==> src/rtl/arb_pkg.sv <==
// Shared arbitration mode encodings and sizing helper
// for the registered request arbiter.
package arb_pkg;

  localparam logic MODE_FIXED = 1'b0;
  localparam logic MODE_RR    = 1'b1;

  function automatic int clog2_min1(input int n);
    int r;
    r = 0;
    while ((1 << r) < n) r++;
    return (r < 1) ? 1 : r;
  endfunction

endpackage

==> src/rtl/rr_prio_pick.sv <==
// Combinational first-set search over a request vector,
// starting at a given index and wrapping modulo N.
module rr_prio_pick
  import arb_pkg::*;
#(
  parameter int N     = 4,
  parameter int IDX_W = 2
) (
  input  logic [N-1:0]     req_i,
  input  logic [IDX_W-1:0] start_i,
  output logic             found_o,
  output logic [IDX_W-1:0] idx_o,
  output logic [N-1:0]     onehot_o
);

  int k;

  always_comb begin
    found_o  = 1'b0;
    idx_o    = '0;
    onehot_o = '0;
    k        = 0;
    for (int i = 0; i < N; i++) begin
      // start is always < N, so one subtraction folds the wrap
      k = int'(start_i) + i;
      if (k >= N) k = k - N;
      if (!found_o && req_i[k]) begin
        found_o     = 1'b1;
        idx_o       = IDX_W'(k);
        onehot_o[k] = 1'b1;
      end
    end
  end

endmodule

==> src/rtl/req_arbiter_reg.sv <==
// Registered N-channel request arbiter and payload selector,
// fixed-priority or round-robin chosen at run time.
module req_arbiter_reg
  import arb_pkg::*;
#(
  parameter  int N_CH   = 4,
  parameter  int DATA_W = 2,
  localparam int IDX_W  = clog2_min1(N_CH)
) (
  input  logic                     clk,
  input  logic                     rst,
  input  logic [N_CH-1:0]          req_i,
  input  logic [N_CH*DATA_W-1:0]   data_i,
  input  logic                     mode_i,
  input  logic                     hold_i,
  output logic                     out_valid_o,
  output logic [DATA_W-1:0]        out_data_o,
  output logic [N_CH-1:0]          grant_o,
  output logic [IDX_W-1:0]         grant_idx_o
);

  logic             fx_found, rr_found;
  logic [IDX_W-1:0] fx_idx, rr_idx;
  logic [N_CH-1:0]  fx_oh, rr_oh;

  logic             win_found;
  logic [IDX_W-1:0] win_idx;
  logic [N_CH-1:0]  win_oh;
  logic [DATA_W-1:0] win_data;

  logic              valid_d, valid_q;
  logic [DATA_W-1:0] data_d, data_q;
  logic [N_CH-1:0]   grant_d, grant_q;
  logic [IDX_W-1:0]  idx_d, idx_q;
  logic [IDX_W-1:0]  rr_ptr_d, rr_ptr_q;
  logic              upd_en;

  rr_prio_pick #(.N(N_CH), .IDX_W(IDX_W)) u_fx (
    .req_i   (req_i),
    .start_i ({IDX_W{1'b0}}),
    .found_o (fx_found),
    .idx_o   (fx_idx),
    .onehot_o(fx_oh)
  );

  rr_prio_pick #(.N(N_CH), .IDX_W(IDX_W)) u_rr (
    .req_i   (req_i),
    .start_i (rr_ptr_q),
    .found_o (rr_found),
    .idx_o   (rr_idx),
    .onehot_o(rr_oh)
  );

  always_comb begin
    win_found = fx_found;
    win_idx   = fx_idx;
    win_oh    = fx_oh;
    if (mode_i == MODE_RR) begin
      win_found = rr_found;
      win_idx   = rr_idx;
      win_oh    = rr_oh;
    end
    win_data = '0;
    for (int k = 0; k < N_CH; k++) begin
      if (IDX_W'(k) == win_idx)
        win_data = data_i[k*DATA_W +: DATA_W];
    end
  end

  always_comb begin
    upd_en   = !hold_i && win_found;
    valid_d  = hold_i ? valid_q : win_found;
    grant_d  = hold_i ? grant_q : (win_found ? win_oh : '0);
    data_d   = win_data;
    idx_d    = win_idx;
    rr_ptr_d = (win_idx == IDX_W'(N_CH - 1)) ? '0 : win_idx + 1'b1;
  end

  always_ff @(posedge clk) begin
    if (rst) begin
      valid_q  <= 1'b0;
      grant_q  <= '0;
      data_q   <= '0;
      idx_q    <= '0;
      rr_ptr_q <= '0;
    end else begin
      valid_q <= valid_d;
      grant_q <= grant_d;
      // payload, index and pointer move only on a real grant
      if (upd_en) begin
        data_q   <= data_d;
        idx_q    <= idx_d;
        rr_ptr_q <= rr_ptr_d;
      end
    end
  end

  assign out_valid_o = valid_q;
  assign out_data_o  = data_q;
  assign grant_o     = grant_q;
  assign grant_idx_o = idx_q;

endmodule

==> config.mk <==
export PLATFORM = sky130hd
export DESIGN_NAME = req_arbiter_reg
export DESIGN_NICKNAME = d
export VERILOG_FILES = /design/src/rtl/arb_pkg.sv /design/src/rtl/rr_prio_pick.sv /design/src/rtl/req_arbiter_reg.sv
export SDC_FILE = /design/constraint.sdc
export NUM_CORES = 1
export LEC_CHECK = 0
export CORE_MARGIN = 2
export CORE_UTILIZATION = 47
export DETAILED_ROUTE_END_ITERATION = 6
export GPL_TIMING_DRIVEN = 0
export PLACE_DENSITY_LB_ADDON = 0.3
export SLEW_MARGIN = 20
export SYNTH_ARGS = -nofsm -noshare
export SYNTH_HDL_FRONTEND = slang
export SYNTH_SLANG_ARGS = --single-unit
==> constraint.sdc <==
create_clock -name clk -period 4 [get_ports clk]
set_clock_uncertainty 0.1 [all_clocks]
set_input_delay 0.4 -clock clk [delete_from_list [all_inputs] [get_ports clk]]
set_output_delay 0.4 -clock clk [all_outputs]
set_load 0.005 [all_outputs]
==> metrics.cfg <==
[outcome]
status=finished, final reports clean

[min_path]
min_delay_path_depth=2
worst_hold_path_type=reg -> reg
min_to=out_valid_o$_SDFFE_PP0N_
hold_start=out_valid_o$_SDFFE_PP0N_

[logic_synthesis]
yosys_most_used_dff=dfxtp_1
synth_top_cell_area_share_pct=21.0
ys_ff_latch=11
synth_cell_types=40
yosysWarnings=0
yosys-top-cells-count=nand2_1, a21oi_1, dfxtp_1
yosysMostFrequentCell=nand2_1
syn_nets=153
syn_area_um2=1050
netlist_instances=129
seq_area_frac_synth_pct=21.0
synthArstFlopShare_pct=0
syn_avg_cell_area_um2=8.13
synth_edf_count=0
yosys-top-cells-area=dfxtp_1, ha_1, mux4_2
yosys.area.top_type=dfxtp_1

[setup_path]
startpoint_type=flip-flop
reg2reg_slack_ps=330
end_kind=flip-flop
worstSetupPathType=reg -> reg
reg2regPathDepth=13
rr_endpoint=out_data_o[1]$_SDFFE_PP0P_
cp_max_fo=8
cp_data_required_time_ps=4090
crit_arrival_ps=3760
reg2reg_from=rr_ptr_q[1]$_SDFFE_PP0P_

[clock_tree]
cts_setup_buffers=0
cts_htree_levels=1
cts_sinks=11
cts-hold-fix-buffers=0
clock-root-buffer=clkbuf_4
cts_tree=yes
clk_path_buf_depth=2
ctsResizeCount=0
path_clk_slew_ps=60
clock_latency_ps=270
numCtsBuffers=3

[detailed_routing]
vias_per_cell=5.75
wl_mm=2.63
wire_per_inst_um=14.2
drc=0
drt_iter0_drc=25
ant_nets=0
first_pass_iters=4
route.vias.total=1064

[global_routing]
grtUsageTotal_pct=22.0
grt_first_pass_wirelength_mm=4.39
antenna_found_initial=0
grt_pass1_vias=990
grt-ovfl-total=0
grt_start_max_net_pins=11

[sta]
fin_crit_sh_pct=91.8
rsz0062_at_grt=no
fmax_mhz=272
finalSetupViolCount=0
fin_ws_ps=328
drv_slew=0
finalHoldViolations=0
fin_crit_ps=3670
tns_ps=0
timing.hold.ws_ps=366
slew_headroom_pct=48.2
tightest_slew_ps=778

[finish]
area_delta_synth_final_pct=28.8
drive_above_1_share_pct=8.92
antenna_cells=0
seq_area_um2=220
multiInputGateArea_um2=771
nNetsFinal=182
fill_cells=204

[power]
leakagePower_nw=0.501
powerDensity_nw_per_um2=309
p_total_uw=417
ir_worst_vdd_mv=0.271

[die]
initial_core_util_pct=48.3
rows=17
die-area_um2=2620
io_pins=25
chipWidth_um=51.2
core_area_um2=2170
die_h_um=51.2

[place]
gp_congestion=0.839
dp_slack_ps=224
io_buffers=24
dp_hpwl_mm=2.06

[flow_run]
drv_cap=0

critical path, cell delays in order (launching register included):
cell and delay, ps:
dfxtp_1 510, inv_1 140, ha_1 400, mux4_2 430
nor2b_1 380, a221o_1 230, a21oi_1 120, or2_2 330
ha_1 220, nand3b_1 170, a21oi_1 150, a21oi_1 50
o211ai_1 170, nor3b_1 190
placed cells by master, fill, tap and decap left out, types with 3 or more instances in the layout:
cell type,count
a211oi_1,3
a21oi_1,11
clkbuf_1,7
clkbuf_4,3
clkdlybuf4s50_1,24
dfxtp_1,11
ha_1,8
inv_1,5
mux2i_1,3
mux4_2,4
nand2_1,18
nand3b_1,4
nor2_1,10
nor2b_1,3
nor3b_1,3
o211ai_1,4
o21ai_0,3
layout make-up:
cell class | count | area share [%]
plain buffers | 8 | 2.87
clock buffers | 4 | 1.95
inverters | 5 | 1.39
multi-input cells | 105 | 57.1
flip-flops and latches | 11 | 16.3
well taps | 28 | 2.60
repair buffers | 24 | 17.8
per-stage QoR:
stage               instances  utilization (%)  area [µm²]
floorplan                 129                -        1050
global placement          181             61.0        1320
detailed placement        181             61.0        1320
CTS                       185             62.2        1350
global route              185             62.2        1350
finish                    185             62.2        1350
metal layers:
layer | up-vias | global-route usage [%] | part of all wire [%]
met1 | 504 | 26.3 | 43
met2 | 25 | 41.1 | 52
met4 | 0 | 3.95 | 0.27
li1 | 533 | - | -
met5 | - | 0 | 0
met3 | 2 | 3.80 | 4.8
state kept, by name, summed over array words and instances (netlist names):
signal       count
grant_o          4
out_data_o       2
out_valid_o      1
grant_idx_o      2
rr_ptr_q         2
cell families after synthesis:
logic type	count (synthesis)	synth area share, %
fa+ha+maj	8	9.55
flops	11	21.0
mux	8	12.5
compound gates	38	26.5
buf+inv	13	5.49
simple gates	51	24.9
where the power goes:
group	switching, mW	internal (mW)	leakage, nW
logic	0.108	0.104	0.396
registers	0.00972	0.121	0.0907
clock network	0.0360	0.0386	0.0150
total	0.154	0.264	0.501
worst max path at each step:
stage,startpoint,endpoint
after floorplan,rr_ptr_q[0]$_SDFFE_PP0P_,out_data_o[1]$_SDFFE_PP0P_
after global placement,req_i[1],out_data_o[1]$_SDFFE_PP0P_
after detailed placement,req_i[3],out_data_o[1]$_SDFFE_PP0P_
after CTS,rr_ptr_q[1]$_SDFFE_PP0P_,out_data_o[1]$_SDFFE_PP0P_
after global routing,rr_ptr_q[1]$_SDFFE_PP0P_,out_data_o[1]$_SDFFE_PP0P_
final,rr_ptr_q[1]$_SDFFE_PP0P_,out_data_o[1]$_SDFFE_PP0P_
Note: power is estimated with default switching activity, not from simulation.
